===== src/rtl/cmd_res_uart_tx_pkg.sv =====
// Shared constants and types for the command-result UART return path.
// Frame layout: SYNC, result bytes LSB first, then an XOR checksum.
package cmd_res_uart_tx_pkg;

  localparam int         CMD_RES_W     = 32;
  localparam int         FRAME_BYTES   = 6;
  localparam int         BYTE_IDX_W    = $clog2(FRAME_BYTES);
  localparam logic [7:0] SYNC_BYTE_DEF = 8'hA5;

  typedef enum logic [1:0] {
    TX_IDLE,
    TX_START,
    TX_DATA,
    TX_STOP
  } tx_state_t;

  typedef enum logic [1:0] {
    SEQ_IDLE,
    SEQ_SEND,
    SEQ_DRAIN
  } seq_state_t;

  function automatic logic [7:0] frame_chk(input logic [7:0]           sync,
                                           input logic [CMD_RES_W-1:0] word);
    return sync ^ word[7:0] ^ word[15:8] ^ word[23:16] ^ word[31:24];
  endfunction

endpackage


===== src/rtl/cmd_res_uart_tx_if.sv =====
// Valid/ready handshake carrying one command result word.
interface cmd_res_uart_tx_if;
  import cmd_res_uart_tx_pkg::*;

  logic [CMD_RES_W-1:0] res_data;
  logic                 res_valid;
  logic                 res_ready;

  modport master (output res_data, output res_valid, input  res_ready);
  modport slave  (input  res_data, input  res_valid, output res_ready);

endinterface


===== src/rtl/cmd_res_uart_tx_byte.sv =====
// 8N1 byte serializer with byte/valid/ready input; owns baud and bit counters.
// state    | meaning
// TX_IDLE  | line idle high, waiting for a byte
// TX_START | driving start bit (0)
// TX_DATA  | driving data bits LSB first
// TX_STOP  | driving stop bit (1); may chain straight into the next byte
module uart_tx_byte
  import cmd_res_uart_tx_pkg::*;
#(
  parameter int CLKS_PER_BIT = 868  // minimum 2
) (
  input  logic       clk,
  input  logic       reset,
  input  logic [7:0] byte_data,
  input  logic       byte_valid,
  output logic       byte_ready,
  output logic       stop_near_end,
  output logic       txd
);

  localparam int            BAUD_W    = $clog2(CLKS_PER_BIT);
  localparam logic [BAUD_W-1:0] BAUD_LAST = BAUD_W'(CLKS_PER_BIT - 1);
  localparam logic [BAUD_W-1:0] BAUD_PEN  = BAUD_W'(CLKS_PER_BIT - 2);

  tx_state_t         state_q, state_n;
  logic [BAUD_W-1:0] baud_q, baud_n;
  logic [2:0]        bit_idx_q, bit_idx_n;
  logic [7:0]        shift_q, shift_n;
  logic              txd_q, txd_n;
  logic              baud_end;

  assign baud_end      = (baud_q == BAUD_LAST);
  assign byte_ready    = (state_q == TX_IDLE) || ((state_q == TX_STOP) && baud_end);
  // One cycle before the final stop cycle; lets the sequencer reopen early.
  assign stop_near_end = (state_q == TX_STOP) && (baud_q == BAUD_PEN);
  assign txd           = txd_q;

  always_ff @(posedge clk or negedge reset) begin
    if (!reset) begin
      state_q   <= TX_IDLE;
      baud_q    <= '0;
      bit_idx_q <= '0;
      shift_q   <= '0;
      txd_q     <= 1'b1;
    end else begin
      state_q   <= state_n;
      baud_q    <= baud_n;
      bit_idx_q <= bit_idx_n;
      shift_q   <= shift_n;
      txd_q     <= txd_n;
    end
  end

  always_comb begin
    state_n   = state_q;
    baud_n    = baud_q;
    bit_idx_n = bit_idx_q;
    shift_n   = shift_q;
    txd_n     = txd_q;
    case (state_q)
      TX_IDLE: begin
        txd_n = 1'b1;
        if (byte_valid) begin
          state_n = TX_START;
          shift_n = byte_data;
          baud_n  = '0;
          txd_n   = 1'b0;
        end
      end
      TX_START: begin
        if (baud_end) begin
          state_n   = TX_DATA;
          baud_n    = '0;
          bit_idx_n = '0;
          txd_n     = shift_q[0];
        end else begin
          baud_n = baud_q + 1'b1;
        end
      end
      TX_DATA: begin
        if (baud_end) begin
          baud_n = '0;
          if (bit_idx_q == 3'd7) begin
            state_n = TX_STOP;
            txd_n   = 1'b1;
          end else begin
            bit_idx_n = bit_idx_q + 1'b1;
            shift_n   = {1'b0, shift_q[7:1]};
            txd_n     = shift_q[1];
          end
        end else begin
          baud_n = baud_q + 1'b1;
        end
      end
      TX_STOP: begin
        if (baud_end) begin
          baud_n = '0;
          if (byte_valid) begin
            state_n = TX_START;
            shift_n = byte_data;
            txd_n   = 1'b0;
          end else begin
            state_n = TX_IDLE;
            txd_n   = 1'b1;
          end
        end else begin
          baud_n = baud_q + 1'b1;
        end
      end
      default: begin
        state_n = TX_IDLE;
        txd_n   = 1'b1;
      end
    endcase
  end

endmodule


===== src/rtl/cmd_res_uart_tx.sv =====
// Command result return path: latches a 32-bit result and sends it as a
// six-byte 8N1 frame (SYNC, b0..b3, XOR checksum) on the host UART.
// state     | meaning
// SEQ_IDLE  | res_ready high, waiting for a result word
// SEQ_SEND  | offering frame bytes to the serializer
// SEQ_DRAIN | last byte handed off, waiting for its stop bit to finish
module cmd_res_uart_tx
  import cmd_res_uart_tx_pkg::*;
#(
  parameter int         CLKS_PER_BIT = 868,
  parameter logic [7:0] SYNC_BYTE    = SYNC_BYTE_DEF
) (
  input  logic               clk,
  input  logic               reset,
  cmd_res_uart_tx_if.slave   res_if,
  output logic               uart_txd,
  output logic               busy
);

  localparam logic [BYTE_IDX_W-1:0] LAST_BYTE = BYTE_IDX_W'(FRAME_BYTES - 1);

  seq_state_t            seq_q, seq_n;
  logic [BYTE_IDX_W-1:0] byte_idx_q, byte_idx_n;
  logic [CMD_RES_W-1:0]  res_q, res_n;
  logic                  ready_q, ready_n;
  logic [7:0]            byte_data;
  logic                  byte_valid;
  logic                  byte_ready;
  logic                  byte_hs;
  logic                  stop_near_end;

  assign res_if.res_ready = ready_q;
  assign busy             = (seq_q != SEQ_IDLE);
  assign byte_valid       = (seq_q == SEQ_SEND);
  assign byte_hs          = byte_valid && byte_ready;

  always_ff @(posedge clk or negedge reset) begin
    if (!reset) begin
      seq_q      <= SEQ_IDLE;
      byte_idx_q <= '0;
      res_q      <= '0;
      ready_q    <= 1'b0;
    end else begin
      seq_q      <= seq_n;
      byte_idx_q <= byte_idx_n;
      res_q      <= res_n;
      ready_q    <= ready_n;
    end
  end

  always_comb begin
    seq_n      = seq_q;
    byte_idx_n = byte_idx_q;
    res_n      = res_q;
    ready_n    = ready_q;
    case (seq_q)
      SEQ_IDLE: begin
        ready_n = 1'b1;
        if (res_if.res_valid && ready_q) begin
          ready_n    = 1'b0;
          res_n      = res_if.res_data;
          byte_idx_n = '0;
          seq_n      = SEQ_SEND;
        end
      end
      SEQ_SEND: begin
        if (byte_hs) begin
          if (byte_idx_q == LAST_BYTE) begin
            seq_n = SEQ_DRAIN;
          end else begin
            byte_idx_n = byte_idx_q + 1'b1;
          end
        end
      end
      SEQ_DRAIN: begin
        // Reopening here means a held res_valid is taken exactly as the
        // last stop bit ends, leaving one idle-high cycle before the next SYNC.
        if (stop_near_end) begin
          seq_n      = SEQ_IDLE;
          ready_n    = 1'b1;
          byte_idx_n = '0;
        end
      end
      default: begin
        seq_n   = SEQ_IDLE;
        ready_n = 1'b0;
      end
    endcase
  end

  always_comb begin
    byte_data = SYNC_BYTE;
    case (byte_idx_q)
      BYTE_IDX_W'(1): byte_data = res_q[7:0];
      BYTE_IDX_W'(2): byte_data = res_q[15:8];
      BYTE_IDX_W'(3): byte_data = res_q[23:16];
      BYTE_IDX_W'(4): byte_data = res_q[31:24];
      BYTE_IDX_W'(5): byte_data = frame_chk(SYNC_BYTE, res_q);
      default:        byte_data = SYNC_BYTE;
    endcase
  end

  uart_tx_byte #(
    .CLKS_PER_BIT(CLKS_PER_BIT)
  ) u_tx_byte (
    .clk          (clk),
    .reset        (reset),
    .byte_data    (byte_data),
    .byte_valid   (byte_valid),
    .byte_ready   (byte_ready),
    .stop_near_end(stop_near_end),
    .txd          (uart_txd)
  );

endmodule


===== src/flat_wrapper.sv =====
// flat-port wrapper written by rule: the top's interface ports become plain ports
module cmd_res_uart_tx_flat import cmd_res_uart_tx_pkg::*;
#(
  parameter int         CLKS_PER_BIT = 868,
  parameter logic [7:0] SYNC_BYTE    = SYNC_BYTE_DEF
)
  (clk, reset, uart_txd, busy, res_if_res_data, res_if_res_valid, res_if_res_ready);
  cmd_res_uart_tx_if res_if_i ();
  input  logic clk;
  input  logic reset;
  output logic uart_txd;
  output logic busy;
  input wire logic [$bits(res_if_i.res_data)-1:0] res_if_res_data;
  input wire logic [$bits(res_if_i.res_valid)-1:0] res_if_res_valid;
  output wire logic [$bits(res_if_i.res_ready)-1:0] res_if_res_ready;
  assign res_if_i.res_data = res_if_res_data;
  assign res_if_i.res_valid = res_if_res_valid;
  assign res_if_res_ready = res_if_i.res_ready;
  cmd_res_uart_tx #(.CLKS_PER_BIT(CLKS_PER_BIT), .SYNC_BYTE(SYNC_BYTE)) u_core (.clk(clk), .reset(reset), .res_if(res_if_i), .uart_txd(uart_txd), .busy(busy));
endmodule

===== config.mk =====
export PLATFORM = sky130hd
export DESIGN_NAME = cmd_res_uart_tx_flat
export DESIGN_NICKNAME = d
export VERILOG_FILES = /design/src/rtl/cmd_res_uart_tx_pkg.sv /design/src/rtl/cmd_res_uart_tx_if.sv /design/src/rtl/cmd_res_uart_tx_byte.sv /design/src/rtl/cmd_res_uart_tx.sv /design/src/flat_wrapper.sv
export SDC_FILE = /design/constraint.sdc
export NUM_CORES = 1
export LEC_CHECK = 0
export CAP_MARGIN = 15
export CORE_MARGIN = 4
export CORE_UTILIZATION = 52
export CTS_CLUSTER_DIAMETER = 80
export DETAILED_ROUTE_END_ITERATION = 7
export PLACE_DENSITY = 0.78
export SYNTH_ARGS = -nofsm -noshare
export SYNTH_HDL_FRONTEND = slang
export SYNTH_HIERARCHICAL = 1
export SYNTH_SLANG_ARGS = --single-unit

===== constraint.sdc =====
create_clock -name clk -period 2.15 [get_ports clk]
set_input_delay 0.43 -clock clk [delete_from_list [all_inputs] [get_ports clk]]
set_output_delay 0.43 -clock clk [all_outputs]
set_load 0.05 [all_outputs]

==> metrics.yaml, run 1 <==
cp-end-kind: "flop"
clkTransAtPathRegs_ns: 0.07
static-leakage-power_nw: 1.89
synthTopCellsByArea: "dfrtp_1, mux2_4, xnor2_1"
yosys-top-cells-count: "dfrtp_1, mux2_4, xnor2_1"
drive_gt1_frac: 0.269
fin_crit_ns: 2.04
crit_path_start_kind: "flop"
hold_path.class: "in2async"
crit_start: "u_core/byte_idx_q[0]$_DFFE_PN0P_"
cp.depth: 7
ys_ff_latch: 62
overflow: 0
pwr-share-comb: 0.513
die_area_sq_mm: 0.00847
finish.net_count: 395
ys_types: 50
die_height_microns: 92.0
crit_type: "reg2reg"
yosysWarnings: 6
synth_top_cell_area_share: 0.416
core_sq_mm: 0.00683
timing.rr.end: "u_core/u_tx_byte/shift_q[1]$_DFFE_PN0P_"
finalWirelength_microns: 7540
pwr-share-clk: 0.162
worst_pin_slew_ns: 0.566
fin_skew_ns: 0.00872
setup_viol: 0
synth-edff-count: 0
grt_pass1_vias: 2559
async_flop_share: 1.00
synth_area_per_cell_sq_um: 12.3
ant_nets: 0
synth_top_area_cell: "dfrtp_1"
maxCapViolCount: 0
crit_family: "multiplexers"
worstRegToRegCells: 7
syn_inst: 299
max_stage_delay_ns: 0.43
internal-power_w: 0.00432
worst_ir_drop_vdd_v: 0.000771
rsz0062_at_grt: "false"
cp_max_fo: 9
numCtsBuffers: 9
gp_congestion: 0.860
first_iter_violations: 186
nFillCells: 549
fmax_mhz: 491
synthFlopType: "dfrtp_1"
antenna_found_initial: 0
netlist_area_sq_mm: 0.00367
multi_input_area_sq_mm: 0.00198
wire_per_inst_microns: 16.9
seq_power_share: 0.325
placed_cell_area_sq_mm: 0.00415
start_util: 0.538
clock-sinks: 62
crit_chain: "ha_1 -> ha_2 -> a32o_1 -> a21oi_1 -> o21ai_0 -> mux2_2 -> mux2_4"
period_share: 0.947
worstSetupEndpoint: "u_core/u_tx_byte/shift_q[1]$_DFFE_PN0P_"
dieWidth_microns: 92.0
maxSlewViolCount: 0
cp.arrival_ns: 2.26
clockRootBuffer: "clkbuf_8"
area_growth_pct: 19.4
drc_errors: 0
rows: 30
dp_hpwl_microns: 5280
r2r_slack_ns: 0.11
vias: 2512
routed_via_density: 5.63
h-tree-depth: 3
slowest_stage: "dfrtp_1"
crit_required_ns: 2.38
hold_viol_final: 0
clock_latency_ns: 0.34
grtUsageTotal: 0.186
final_area_sq_mm: 0.00438
ff_latch_area_sq_mm: 0.00155
switching_share: 0.372
maxSlewHeadroom: 0.623
path_buf_inv: 0
num_io_pins: 38
io_buffers: 37
grt_max_degree: 40
synth-seq-area-share: 0.423
grt_pass1_wl_microns: 12400
r2r-start: "u_core/byte_idx_q[0]$_DFFE_PN0P_"
tns_ns: 0
switchingPower_w: 0.00255
cts_tree: "yes"
placed_cells: 429
synth_nets: 349
status: "completed"
stdcell_count: 446
antenna_cells: 0
clockBufferDepth: 2
synth.most_common_cell: "dfrtp_1"
p_per_area_mw_per_mm2: 1570
dr.pass1.iters: 4
power by group through the flow:
stage / combinational, W / clock (W) / sequential, W
global placement: 0.00335 / 0 / 0.00221
global route: 0.00382 / 0.00120 / 0.00230
detailed placement: 0.00345 / 0 / 0.00223
finish: 0.00352 / 0.00111 / 0.00224
floorplan: 0.00284 / 0 / 0.00212
CTS: 0.00348 / 0.00114 / 0.00222
cell families (layout without fill, tap and decap cells):
| logic type | Yosys count | after routing | synth area share |
|---|---|---|---|
| mux | 50 | 50 | 0.190 |
| flops | 62 | 62 | 0.423 |
| compound gates | 60 | 60 | 0.122 |
| xor+xnor | 32 | 32 | 0.0763 |
| simple gates | 58 | 58 | 0.0978 |
| fa+ha+maj | 15 | 15 | 0.0511 |
| buf+inv | 22 | 73 | 0.0405 |
worst register-to-register path: stages (launching register included):
cell     delay (ns)
dfrtp_1        0.43
ha_1           0.22
ha_2           0.23
a32o_1         0.24
a21oi_1        0.14
o21ai_0        0.13
mux2_2         0.28
mux2_4         0.25
how the worst min path moves through the flow:
stage / start / endpoint / slack, ns / cells after the start
global route: reset / u_core/res_q[31]$_DFFE_PN0P_ / 0.11 / 1
CTS: reset / u_core/res_q[31]$_DFFE_PN0P_ / 0.08 / 1
floorplan: reset / u_core/byte_idx_q[0]$_DFFE_PN0P_ / 0.13 / 0
detailed placement: reset / u_core/res_q[21]$_DFFE_PN0P_ / 0.45 / 1
finish: reset / u_core/res_q[21]$_DFFE_PN0P_ / 0.07 / 1
global placement: reset / u_core/res_q[21]$_DFFE_PN0P_ / 0.44 / 1
routing by layer:
layer	GRT usage	wire (microns)	up-vias
met5	0	0	-
met1	0.245	3500	1226
li1	-	-	1188
met4	0.0681	190	0
met3	0.0640	392	23
met2	0.283	3460	75
area by class of cell:
type,instances,share of cell area
Clock buffer,10,0.0291
Tap cell,96,0.0274
Clock inverter,6,0.0197
Sequential cell,62,0.354
Timing Repair Buffer,49,0.111
Inverter,8,0.00685
Multi-Input combinational cell,215,0.451
placed cells by master (no fill, tap or decap), drive strengths merged, types with 3 or more instances in the layout:
cell / synthesis / routed
a21oi: 12 / 12
a22o: 7 / 7
a22oi: 4 / 4
a32o: 8 / 8
buf: 6 / 15
clkbuf: 8 / 10
clkdlybuf4s50: 0 / 34
clkinv: 0 / 3
dfrtp: 61 / 61
ha: 15 / 15
inv: 8 / 8
mux2: 49 / 49
nand2: 12 / 12
nand3: 4 / 4
nand4: 5 / 5
nor2: 13 / 13
nor2b: 3 / 3
nor3: 4 / 4
nor4: 3 / 3
o21ai: 10 / 10
o221ai: 5 / 5
xnor2: 25 / 25
xor2: 7 / 7
stage by stage:
step	util	power [W]	setup slack [ns]	hold slack [ns]
2_1_floorplan	-	0.00496	0.00157	0.134
3_3_place_gp	0.608	0.00556	0.155	0.441
3_5_place_dp	0.608	0.00567	0.109	0.453
4_1_cts	0.639	0.00684	0.0747	0.0827
5_1_grt	0.642	0.00732	0.00447	0.106
6_report	0.642	0.00687	0.113	0.0682
repair_timing:
action                     CTS  global route
resized for setup            0             3
hold buffers                 0             0
buffers inserted             0             1
setup endpoints to repair    0             7
state kept, by name, indices dropped and copies added, names as in the netlist:
register,flops
u_core/res_q,32
u_core/u_tx_byte/baud_q,10
u_core/u_tx_byte/shift_q,8
u_core/byte_idx_q,3
u_core/u_tx_byte/bit_idx_q,3
u_core/seq_q,2
u_core/u_tx_byte/state_q,2
u_core/res_if.res_ready,1
u_core/u_tx_byte/txd,1
Power figures use the tool's default switching activity.
==> inputs of run 2 (changes only) <==
--- a/config.mk
+++ b/config.mk
@@ -6,8 +6,10 @@
 export NUM_CORES = 1
 export LEC_CHECK = 0
 export CAP_MARGIN = 15
-export CORE_MARGIN = 4
-export CORE_UTILIZATION = 52
+export CELL_PAD_IN_SITES_DETAIL_PLACEMENT = 0
+export CELL_PAD_IN_SITES_GLOBAL_PLACEMENT = 1
+export CORE_MARGIN = 10
+export CORE_UTILIZATION = 42
 export CTS_CLUSTER_DIAMETER = 80
 export DETAILED_ROUTE_END_ITERATION = 7
 export PLACE_DENSITY = 0.78
==> metrics.yaml, run 2 (synthesized netlist as in run 1, its figures left out) <==
die_area_sq_mm: 0.0129
finish.net_count: 395
fin_crit_ns: 2.01
crit_chain: "clkdlybuf4s50_1"
crit_path_start_kind: "flop"
numCtsBuffers: 9
hold_viol_final: 0
drc_errors: 0
num_io_pins: 38
top_regs: "u_core/res_q x32, u_core/u_tx_byte/baud_q x10, u_core/u_tx_byte/shift_q x8"
rows: 34
fmax_mhz: 497
finalWirelength_microns: 7530
hold_path.class: "in2async"
overflow: 0
status: "completed"
grtUsageTotal: 0.123
antenna_found_initial: 0
clockRootBuffer: "clkbuf_8"
post_cts_resized: 0
core_sq_mm: 0.00864
tns_ns: 0
drive_gt1_frac: 0.278
clock_latency_ns: 0.34
ctsHoldBuffers: 0
seq_power_share: 0.327
clkTransAtPathRegs_ns: 0.08
area_growth_pct: 20.4
max_stage_delay_ns: 0.83
cts_setup_buffers: 0
r2r_slack_ns: 0.14
routed_via_density: 5.39
maxSlewHeadroom: 0.624
worst_ir_drop_vdd_v: 0.000577
grt_pass1_vias: 2576
cp.arrival_ns: 1.58
path_buf_inv: 1
dieWidth_microns: 114
setup_viol: 0
largest_register_ffs: 32
switchingPower_w: 0.00248
cp_max_fo: 5
ant_nets: 0
maxCapViolCount: 0
clock-sinks: 62
grt_pass1_wl_microns: 13000
fin_skew_ns: 0.0113
cts_tree: "yes"
largest-register: "u_core/res_q"
final_common_cell: "dfrtp_1"
period_share: 0.935
final_cell_mix: "dfrtp_1, mux2_4, clkdlybuf4s50_1, xnor2_1, mux2_2"
pwr-share-clk: 0.158
crit_type: "reg2out"
start_util: 0.425
dr.pass1.iters: 4
io_buffers: 37
nFillCells: 760
internal-power_w: 0.00432
pwr-share-comb: 0.515
rsz0062_at_grt: "false"
wire_per_inst_microns: 16.5
first_iter_violations: 127
worst_pin_slew_ns: 0.564
crit_family: "buffers and inverters"
gp_congestion: 0.786
crit_start: "u_core/res_if.res_ready$_DFFE_PN0P_"
switching_share: 0.365
slowest_stage: "clkdlybuf4s50_1"
die_height_microns: 114
r2r-start: "u_core/byte_idx_q[0]$_DFFE_PN0P_"
maxSlewViolCount: 0
h-tree-depth: 3
crit_required_ns: 1.72
clockBufferDepth: 2
antenna_cells: 0
cp-end-kind: "output pin"
static-leakage-power_nw: 1.88
grt_max_degree: 27
fin_hold_ws_ns: 0.0798
vias: 2462
p_per_area_mw_per_mm2: 1540
dp_hpwl_microns: 5350
==> run 2: changes by cell type in the layout (fill, tap and decap cells not counted), sizes merged <==
cell and delta:
clkbuf +2, clkinv -2, bufinv -1
==> run 2: layout make-up <==
class                      count  area [sq um]  area share
timing repair buffer          49           475       0.107
sequential                    62          1550       0.351
multi-input combinational    215          2020       0.457
clock inverter                 3          42.5     0.00962
inverter                       8          30.0     0.00679
tap                          108           135      0.0306
clock buffer                  12           165      0.0373
==> run 2: worst paths after layout <==
check,depth (start not counted),endpoint
max in group asynchronous,2,u_core/u_tx_byte/txd$_DFFE_PN1P_
max reg2reg,7,u_core/u_tx_byte/shift_q[2]$_DFFE_PN0P_
min,1,u_core/res_q[16]$_DFFE_PN0P_
min in group clk,2,u_core/u_tx_byte/txd$_DFFE_PN1P_
min reg2reg,2,u_core/u_tx_byte/txd$_DFFE_PN1P_
max,1,res_if_res_ready
==> run 2: stage by stage <==
| stage | std cells | total power (W) | setup WS (ns) | instance area, sq um | util |
|---|---|---|---|---|---|
| after detailed placement | 442 | 0.00565 | 0.0347 | 4160 | 0.482 |
| after floorplan | 299 | 0.00496 | 0.00157 | 3670 | - |
| after global routing | 457 | 0.00731 | 0.00756 | 4420 | 0.512 |
| final | 457 | 0.00680 | 0.140 | 4420 | 0.512 |
| after CTS | 457 | 0.00678 | 0.0332 | 4370 | 0.506 |
| after global placement | 442 | 0.00558 | 0.102 | 4160 | 0.482 |
==> run 2: metal layers <==
layer  track usage  wire length [microns]  part of all wire
met2         0.176                   3300              0.44
met4        0.0406                     97             0.013
met3        0.0367                    388             0.052
met5             0                      0                 0
met1         0.172                   3750              0.50
==> run 2: power groups by stage <==
stage,logic (W),clock network (W),registers [W]
after floorplan,0.00284,0,0.00212
after global placement,0.00336,0,0.00222
after detailed placement,0.00343,0,0.00222
after CTS,0.00345,0.00112,0.00221
after global routing,0.00385,0.00117,0.00230
final,0.00351,0.00108,0.00222
